$ cat config.mk
export PLATFORM = sky130hd
export DESIGN_NAME = pipeline_stall_ctrl_flat
export DESIGN_NICKNAME = d
export VERILOG_FILES = /design/src/rtl/pipeline_stall_ctrl_pkg.sv /design/src/rtl/pipeline_stall_ctrl_if.sv /design/src/rtl/pipeline_stall_ctrl_sat_counter.sv /design/src/rtl/pipeline_stall_ctrl.sv /design/src/flat_wrapper.sv
export SDC_FILE = /design/constraint.sdc
export NUM_CORES = 1
export LEC_CHECK = 0
export CAP_MARGIN = 10
export CORE_UTILIZATION = 27
export DETAILED_ROUTE_END_ITERATION = 8
export GPL_TIMING_DRIVEN = 0
export SYNTH_ARGS = -nofsm -noshare
export SYNTH_HDL_FRONTEND = slang
export SYNTH_HIERARCHICAL = 1
export SYNTH_SLANG_ARGS = --single-unit
$ cat constraint.sdc
create_clock -name clk -period 4 [get_ports clk]
set_input_delay 1 -clock clk [delete_from_list [all_inputs] [get_ports clk]]
set_output_delay 1 -clock clk [all_outputs]
set_load 0.03 [all_outputs]
$ cat src/rtl/pipeline_stall_ctrl_pkg.sv
// Shared types for the LC-3b pipeline stall/flush controller.
// Holds the controller states and the per-stage register load bundle.
package pipeline_stall_ctrl_pkg;

  typedef enum logic [1:0] {
    S_RUN,
    S_LU_WAIT,
    S_FLUSH
  } lc3b_stall_state;

  typedef struct packed {
    logic pc;
    logic if_id;
    logic id_ex;
    logic ex_mem;
    logic mem_wb;
  } lc3b_stage_ctl;

  localparam lc3b_stage_ctl LOAD_ALL  = 5'b11111;
  localparam lc3b_stage_ctl LOAD_NONE = 5'b00000;

endpackage

$ cat src/rtl/pipeline_stall_ctrl_if.sv
// Hazard/cache request inputs and stage control outputs of the stall controller.
// The pipeline side uses the master modport; the controller uses slave.
interface pipeline_stall_ctrl_if #(
  parameter int CNT_WIDTH = 16
);
  logic stall_load_use;
  logic icache_read;
  logic icache_resp;
  logic dcache_access;
  logic dcache_resp;
  logic br_taken;

  logic load_pc;
  logic load_if_id;
  logic load_id_ex;
  logic load_ex_mem;
  logic load_mem_wb;
  logic bubble_id_ex;
  logic flush_if_id;
  logic flush_id_ex;
  logic flushed;
  logic [CNT_WIDTH-1:0] stall_cycles;
  logic [CNT_WIDTH-1:0] flush_count;

  modport master (
    output stall_load_use, icache_read, icache_resp, dcache_access, dcache_resp, br_taken,
    input  load_pc, load_if_id, load_id_ex, load_ex_mem, load_mem_wb,
    input  bubble_id_ex, flush_if_id, flush_id_ex, flushed, stall_cycles, flush_count
  );

  modport slave (
    input  stall_load_use, icache_read, icache_resp, dcache_access, dcache_resp, br_taken,
    output load_pc, load_if_id, load_id_ex, load_ex_mem, load_mem_wb,
    output bubble_id_ex, flush_if_id, flush_id_ex, flushed, stall_cycles, flush_count
  );
endinterface

$ cat src/rtl/pipeline_stall_ctrl_sat_counter.sv
// Event counter that clears synchronously and sticks at all-ones.
module sat_counter #(
  parameter int WIDTH = 16
) (
  input  logic             clk,
  input  logic             clr,
  input  logic             inc,
  output logic [WIDTH-1:0] value
);

  localparam logic [WIDTH-1:0] ONE = {{(WIDTH-1){1'b0}}, 1'b1};

  always_ff @(posedge clk) begin
    if (clr) begin
      value <= '0;
    end else if (inc && (value != '1)) begin
      value <= value + ONE;
    end
  end

endmodule

$ cat src/rtl/pipeline_stall_ctrl.sv
// Stall/flush arbiter for the 5-stage LC-3b pipeline: D-cache wait, branch
// redirect, I-cache wait, then load-use, plus saturating performance counters.
import pipeline_stall_ctrl_pkg::*;

module pipeline_stall_ctrl #(
  parameter int FLUSH_CYCLES = 1,
  parameter int CNT_WIDTH    = 16
) (
  input logic                  clk,
  input logic                  reset,
  pipeline_stall_ctrl_if.slave bus
);

  localparam logic [1:0] FLUSH_RELOAD = 2'(FLUSH_CYCLES - 1);

  lc3b_stall_state state, next_state;
  logic [1:0]      flush_cnt, next_flush_cnt;
  logic            flushed_q;
  lc3b_stage_ctl   load;
  logic            bubble;
  logic            flush;
  logic            dmem_wait;
  logic            imem_wait;
  logic            lu_req;
  logic            br_accept;
  logic            stall_inc;
  logic            flush_inc;

  assign dmem_wait = bus.dcache_access & ~bus.dcache_resp;
  assign imem_wait = bus.icache_read & ~bus.icache_resp;
  // The dependent instruction gets through on the cycle after its bubble.
  assign lu_req    = bus.stall_load_use & ~flushed_q & (state != S_LU_WAIT);
  assign br_accept = bus.br_taken & ~dmem_wait;

  always_ff @(posedge clk) begin
    if (reset) begin
      state     <= S_RUN;
      flush_cnt <= 2'd0;
      flushed_q <= 1'b0;
    end else begin
      state     <= next_state;
      flush_cnt <= next_flush_cnt;
      flushed_q <= (next_state == S_FLUSH);
    end
  end

  always_comb begin
    next_state     = state;
    next_flush_cnt = flush_cnt;
    if (br_accept) begin
      next_state     = S_FLUSH;
      next_flush_cnt = FLUSH_RELOAD;
    end else if (!dmem_wait) begin
      unique case (state)
        S_RUN:     if (!imem_wait && lu_req) next_state = S_LU_WAIT;
        S_LU_WAIT: next_state = S_RUN;
        S_FLUSH: begin
          if (flush_cnt == 2'd0) next_state = S_RUN;
          else                   next_flush_cnt = flush_cnt - 2'd1;
        end
        default:   next_state = S_RUN;
      endcase
    end
  end

  // A redirect during an I-cache miss still loads the PC and drops the fetch.
  always_comb begin
    load   = LOAD_ALL;
    bubble = 1'b0;
    flush  = 1'b0;
    if (reset || dmem_wait) begin
      load = LOAD_NONE;
    end else if (bus.br_taken) begin
      flush = 1'b1;
    end else if (imem_wait || lu_req) begin
      load.pc    = 1'b0;
      load.if_id = 1'b0;
      bubble     = 1'b1;
    end
  end

  assign bus.load_pc      = load.pc;
  assign bus.load_if_id   = load.if_id;
  assign bus.load_id_ex   = load.id_ex;
  assign bus.load_ex_mem  = load.ex_mem;
  assign bus.load_mem_wb  = load.mem_wb;
  assign bus.bubble_id_ex = bubble;
  assign bus.flush_if_id  = flush;
  assign bus.flush_id_ex  = flush;
  assign bus.flushed      = flushed_q;

  assign stall_inc = ~reset & (load != LOAD_ALL);
  assign flush_inc = ~reset & br_accept;

  sat_counter #(.WIDTH(CNT_WIDTH)) u_stall_cnt (
    .clk   (clk),
    .clr   (reset),
    .inc   (stall_inc),
    .value (bus.stall_cycles)
  );

  sat_counter #(.WIDTH(CNT_WIDTH)) u_flush_cnt (
    .clk   (clk),
    .clr   (reset),
    .inc   (flush_inc),
    .value (bus.flush_count)
  );

endmodule
$ cat src/flat_wrapper.sv
// flat-port wrapper written by rule: the top's interface ports become plain ports
module pipeline_stall_ctrl_flat 
#(
  parameter int FLUSH_CYCLES = 1,
  parameter int CNT_WIDTH    = 16
)
  (clk, reset, bus_stall_load_use, bus_icache_read, bus_icache_resp, bus_dcache_access, bus_dcache_resp, bus_br_taken, bus_load_pc, bus_load_if_id, bus_load_id_ex, bus_load_ex_mem, bus_load_mem_wb, bus_bubble_id_ex, bus_flush_if_id, bus_flush_id_ex, bus_flushed, bus_stall_cycles, bus_flush_count);
  pipeline_stall_ctrl_if #(.CNT_WIDTH(CNT_WIDTH)) bus_i ();
  input logic clk;
  input logic reset;
  input wire logic [$bits(bus_i.stall_load_use)-1:0] bus_stall_load_use;
  input wire logic [$bits(bus_i.icache_read)-1:0] bus_icache_read;
  input wire logic [$bits(bus_i.icache_resp)-1:0] bus_icache_resp;
  input wire logic [$bits(bus_i.dcache_access)-1:0] bus_dcache_access;
  input wire logic [$bits(bus_i.dcache_resp)-1:0] bus_dcache_resp;
  input wire logic [$bits(bus_i.br_taken)-1:0] bus_br_taken;
  output wire logic [$bits(bus_i.load_pc)-1:0] bus_load_pc;
  output wire logic [$bits(bus_i.load_if_id)-1:0] bus_load_if_id;
  output wire logic [$bits(bus_i.load_id_ex)-1:0] bus_load_id_ex;
  output wire logic [$bits(bus_i.load_ex_mem)-1:0] bus_load_ex_mem;
  output wire logic [$bits(bus_i.load_mem_wb)-1:0] bus_load_mem_wb;
  output wire logic [$bits(bus_i.bubble_id_ex)-1:0] bus_bubble_id_ex;
  output wire logic [$bits(bus_i.flush_if_id)-1:0] bus_flush_if_id;
  output wire logic [$bits(bus_i.flush_id_ex)-1:0] bus_flush_id_ex;
  output wire logic [$bits(bus_i.flushed)-1:0] bus_flushed;
  output wire logic [$bits(bus_i.stall_cycles)-1:0] bus_stall_cycles;
  output wire logic [$bits(bus_i.flush_count)-1:0] bus_flush_count;
  assign bus_i.stall_load_use = bus_stall_load_use;
  assign bus_i.icache_read = bus_icache_read;
  assign bus_i.icache_resp = bus_icache_resp;
  assign bus_i.dcache_access = bus_dcache_access;
  assign bus_i.dcache_resp = bus_dcache_resp;
  assign bus_i.br_taken = bus_br_taken;
  assign bus_load_pc = bus_i.load_pc;
  assign bus_load_if_id = bus_i.load_if_id;
  assign bus_load_id_ex = bus_i.load_id_ex;
  assign bus_load_ex_mem = bus_i.load_ex_mem;
  assign bus_load_mem_wb = bus_i.load_mem_wb;
  assign bus_bubble_id_ex = bus_i.bubble_id_ex;
  assign bus_flush_if_id = bus_i.flush_if_id;
  assign bus_flush_id_ex = bus_i.flush_id_ex;
  assign bus_flushed = bus_i.flushed;
  assign bus_stall_cycles = bus_i.stall_cycles;
  assign bus_flush_count = bus_i.flush_count;
  pipeline_stall_ctrl #(.FLUSH_CYCLES(FLUSH_CYCLES), .CNT_WIDTH(CNT_WIDTH)) u_core (.clk(clk), .reset(reset), .bus(bus_i));
endmodule
# Yosys cells after proc, flatten, opt, wreduce, memory -nomap -nowiden

Index checks and enable logic that the tools add are counted.

Add/sub/neg operators: 3
Multiply operators: 0
Div/mod/pow operators: 0
$lt $le $gt $ge: 0
Equal/unequal tests: 6
Shift operators: 0
Multiplexer cells: 14
Bitwise operators: 13
Reductions and logical operators: 10

Operators with widths:

| kind                                             | number |
|---|---|
| adder 16 x 1 -> 16 bit, second input constant    | 2 |
| != test 16 bit, second input constant            | 2 |
| 2-to-1 mux 2 bit                                 | 7 |
| bitwise AND 1 bit                                | 7 |
| inverter 1 bit                                   | 6 |
| 2-to-1 mux 1 bit                                 | 5 |
| != test 5 bit, second input constant             | 1 |
| equality test 2 bit, second input constant       | 2 |
| zero test 2 bit                                  | 2 |
| case mux 2 bit (2 select lines)                  | 1 |
| logical AND 1 bit                                | 3 |
| 2-to-1 mux 3 bit                                 | 1 |
| AND reduction 3 bit                              | 1 |
| logical OR 1 bit                                 | 2 |
| != test 2 x 1 -> 1 bit, second input constant    | 1 |
| OR reduction 2 bit                               | 1 |
| subtractor 2 x 1 -> 2 bit, second input constant | 1 |
| zero test 1 bit                                  | 1 |

Register bits after elaboration: 37
Latch bits: 0
Bits in writable memories: 0
Bits in read-only memories: 0
Input port bits: 8
Output and inout port bits: 41
Word-level logic and storage cells: 51
Memories kept: 0

# Longest topological paths before layout

Word-level depth: 10
Gate-level depth with buffers: 8
Mapped depth without buffers: 8

# Hierarchy

The synthesis kept the hierarchy.

Modules (own cells, without submodules):

| module              | instances | cells each | area each (sq um) |
|---|---|---|---|
| sat_counter         | 2         | 99         | 848.3 |
| pipeline_stall_ctrl | 1         | 43         | 326.6 |

# Worst setup path before layout

OpenSTA, ideal clock, no wires.

Path kind: input-to-output
Start point: input port bus_dcache_access
End point: output port bus_load_pc
Arrival time: 2.384 ns
Setup slack: 0.616 ns
Cell stages on the path: 5
Cells stage by stage: nor2b_1 -> buf_2 -> nor2_1 -> and2_1 -> buf_4

Word-level cells in the longest chain between the ends: 3

RTL lines:

| element           | line                      | text |
|---|---|---|
| start, declared   | flat_wrapper.sv:14        | `input wire logic [$bits(bus_i.dcache_access)-1:0] bus_dcache_access;` |
| bitwise AND 1 bit | pipeline_stall_ctrl.sv:29 | `assign dmem_wait = bus.dcache_access & ~bus.dcache_resp;` |
| logical OR 1 bit  | pipeline_stall_ctrl.sv:71 | `if (reset \|\| dmem_wait) begin` |
| 2-to-1 mux 2 bit  | pipeline_stall_ctrl.sv:71 |  |
| end, declared     | flat_wrapper.sv:17        | `output wire logic [$bits(bus_i.load_pc)-1:0] bus_load_pc;` |

No other way between the ends.

# Worst setup path in the final report

Same ends and word-level chain as after synthesis.

==> flow_metrics.py <==
metrics = {
    "route": {
        "drcViolationCount": 0,
        "drtIter0Drc": 68,
        "wl_per_cell_microns": 12.8,
        "drtAntennaViolNets": 0,
        "via_per_inst": 5.14,
        "vias": 2025,
        "routed_wl_mm": 5.04,
        "firstDrtPassIters": 5,
    },
    "synth": {
        "synthesis.area_sq_mm": 0.00202,
        "synth-seq-cells": 37,
        "syn_avg_cell_area_sq_um": 8.39,
        "syn-num-nets": 252,
        "synthDistinctLibCells": 38,
        "ys_seq_area_frac": 0.366,
        "synthCells": 241,
        "ys_warn_count": 6,
    },
    "global_routing": {
        "grt_start_max_net_pins": 11,
        "grt_usage": 0.135,
        "grt_pass1_vias": 1802,
        "antenna_found_initial": 0,
        "grt_first_pass_wirelength_mm": 8.33,
        "overflow": 0,
    },
    "sta": {
        "fin_crit_sh": 0.956,
        "fin_skew_ns": 0.00710,
        "setup_viol": 0,
        "hold_viol": 0,
        "finalMaxSlewViolations": 0,
        "fin_crit_ns": 3.83,
        "max_freq_ghz": 0.261,
        "fin_ws_ns": 0.175,
        "slew_headroom": 0.500,
        "worstMarginPinSlew_ns": 0.744,
        "rsz0062_at_grt": "no",
        "setup_tns_ns": 0,
    },
    "clocking": {
        "cts-root-buf": "clkbuf_8",
        "cts_tree": "yes",
        "numCtsBuffers": 5,
        "clkTransAtPathRegs_ns": 0.07,
        "postCtsHoldBufs": 0,
        "clkSinkCount": 37,
        "clockBufferDepth": 2,
        "postCtsSetupRepairBufs": 0,
        "clk_latency_ns": 0.28,
        "cts_resized": 0,
        "h-tree-depth": 2,
    },
    "layout": {
        "final_nets": 306,
        "syn2layout_area_growth_pct": 33.6,
        "diodes": 0,
        "instances_no_fill": 394,
        "design_area_sq_mm": 0.00270,
        "drive_gt1_frac": 0.0746,
    },
    "placed_design": {
        "io_buffers": 47,
        "hpwl_mm": 3.63,
        "placedCellCount": 387,
        "pre_cts_ws_ns": 0.157,
        "gp_congestion": 0.782,
        "place_area_sq_mm": 0.00262,
    },
    "critical_path": {
        "cp.depth": 7,
        "ff2ff_setup_slack_ns": 1.62,
        "critPathCaptureType": "output pin",
        "cp_num_buf_inv": 4,
        "r2r_start": "u_core/bus.flushed$_SDFF_PP0_",
        "crit_fanout": 8,
        "cp-start-kind": "input pin",
        "crit_type": "in -> out",
        "crit_end": "bus_load_pc",
        "rr_worst_depth": 8,
        "crit_top_cell": "clkdlybuf4s50_1",
        "worstSetupStartpoint": "bus_dcache_access",
        "crit_family": "buffers and inverters",
        "r2r-end": "u_core/u_stall_cnt/value[13]$_SDFFE_PP0P_",
        "cp.arrival_ns": 2.83,
        "slowest_delay_ns": 0.65,
        "cpMaxStageDelayCell": "clkdlybuf4s50_1",
        "cp_cell_sequence": "clkdlybuf4s50_1 -> nor2b_1 -> buf_2 -> nor2_1 -> and2_1 -> buf_4 -> clkdlybuf4s50_1",
        "crit_required_ns": 3.00,
    },
    "run": {
        "cap_violations": 0,
    },
    "power_and_ir_drop": {
        "vdd_drop_max_mv": 0.116,
        "power_leakage_nw": 0.870,
        "p_per_area_mw_per_mm2": 263,
    },
    "floorplanning": {
        "die_h_microns": 88.6,
        "rows": 31,
        "die_x_microns": 88.6,
        "core_sq_mm": 0.00725,
        "ios": 49,
        "start_util": 0.279,
        "dieArea_sq_mm": 0.00784,
    },
    "status": {
        "status": "complete, no violations",
    },
    "worst_hold_path": {
        "hold_path_class": "reg -> reg",
    },
}
routing by layer:
metal | track usage | part of all wire | vias to the layer above
li1 | - | - | 1016
met5 | 0 | 0 | -
met1 | 0.171 | 0.47 | 956
met4 | 0.0381 | 0.0095 | 0
met3 | 0.0364 | 0.049 | 7
met2 | 0.225 | 0.47 | 46
area by class of cell:
cell class / count / area (sq um)
fill: 758 / 4550
timing repair buffer: 47 / 470
inverter: 11 / 41.3
tap: 99 / 124
sequential: 37 / 741
multi-input combinational: 179 / 1170
buffer: 14 / 71.3
clock buffer: 7 / 86.3
layout by cell type (no fill, tap or decap), types with 6 or more instances in the layout:
cell / Yosys / final
nor2_1: 15 / 15
nor3_1: 13 / 13
nand2_1: 13 / 13
dfxtp_1: 37 / 37
o31ai_1: 12 / 12
and4_1: 6 / 6
inv_1: 11 / 11
nand4_1: 7 / 7
clkbuf_8: 0 / 6
a21oi_1: 22 / 22
or4_1: 14 / 14
nand3_1: 12 / 12
clkdlybuf4s50_1: 0 / 47
clkbuf_1: 5 / 6
nor2b_1: 6 / 6
or3_1: 6 / 6
o21ai_0: 10 / 10
Yosys cell counts:
master    instances  area (sq um)
a32o_1            1          10.0
mux2_2            2          22.5
nand2_2           2          12.5
nand3b_1          2          15.0
a21o_1            2          15.0
mux2i_1           3          30.0
nand2b_1          2          12.5
o311ai_0          2          17.5
o31ai_1          12          90.1
ha_1              3          37.5
nor2_1           15          56.3
o21ai_0          10          50.1
a21oi_1          22           110
or3_1             6          37.5
nor3_1           13          65.1
and4_1            6          52.6
o41ai_1           2          17.5
and3_1            3          18.8
nand4_1           7          43.8
nand4_4           2          42.5
buf_2             3          15.0
nand3_1          12          60.1
or4_1            14           105
inv_1            11          41.3
nor2b_1           6          37.5
o21a_1            2          15.0
buf_1             2          7.51
buf_4             4          30.0
dfxtp_1          37           741
nor4_1            4          25.0
nor4bb_1          2          20.0
a31o_2            1          8.76
clkbuf_1          5          18.8
and2_1            1          6.26
nor4_4            2          42.5
or3b_1            1          8.76
xnor2_1           4          35.0
nand2_1          13          48.8
state kept, by name (all words and copies together), names as in the netlist:
name,count
u_core/flush_cnt,2
u_core/bus.flushed,1
u_core/u_flush_cnt/value,16
u_core/state,2
u_core/u_stall_cnt/value,16
worst min path at each step:
stage,from,endpoint,slack (ns),cells after the start
6_report,u_core/flush_cnt[1]$_SDFFE_PP0P_,u_core/flush_cnt[1]$_SDFFE_PP0P_,0.52,1
5_1_grt,u_core/flush_cnt[1]$_SDFFE_PP0P_,u_core/flush_cnt[1]$_SDFFE_PP0P_,0.55,1
4_1_cts,u_core/flush_cnt[1]$_SDFFE_PP0P_,u_core/flush_cnt[1]$_SDFFE_PP0P_,0.52,1
3_5_place_dp,u_core/flush_cnt[1]$_SDFFE_PP0P_,u_core/flush_cnt[1]$_SDFFE_PP0P_,0.50,1
3_3_place_gp,u_core/flush_cnt[1]$_SDFFE_PP0P_,u_core/flush_cnt[1]$_SDFFE_PP0P_,0.48,1
2_1_floorplan,u_core/flush_cnt[1]$_SDFFE_PP0P_,u_core/flush_cnt[1]$_SDFFE_PP0P_,0.47,1
report_power, final:
group | switching [W] | internal [W] | leakage (nW) | total (W)
Combinational | 0.0000402 | 0.0000302 | 0.527 | 0.0000704
Sequential | 0.00000424 | 0.000372 | 0.299 | 0.000376
Clock | 0.000128 | 0.000137 | 0.0443 | 0.000265
Total | 0.000172 | 0.000539 | 0.870 | 0.000711
cell families (layout without fill, tap and decap cells):
family          count (synthesis)  after routing  synth area share
fa+ha+maj                       3              3            0.0186
flops                          37             37             0.366
xor+xnor                        4              4            0.0173
mux                             5              5            0.0260
simple gates                  113            113             0.351
buf+inv                        25             79            0.0557
compound gates                 54             54             0.165
stage by stage:
| stage | util | hold WS (ns) | total power (W) |
|---|---|---|---|
| after detailed placement | 0.361 | 0.504 | 0.000456 |
| after global placement | 0.361 | 0.483 | 0.000455 |
| after CTS | 0.373 | 0.523 | 0.000723 |
| after global routing | 0.373 | 0.549 | 0.000747 |
| after floorplan | - | 0.469 | 0.000427 |
| final | 0.373 | 0.517 | 0.000711 |
(Power assumes the default switching activity.)
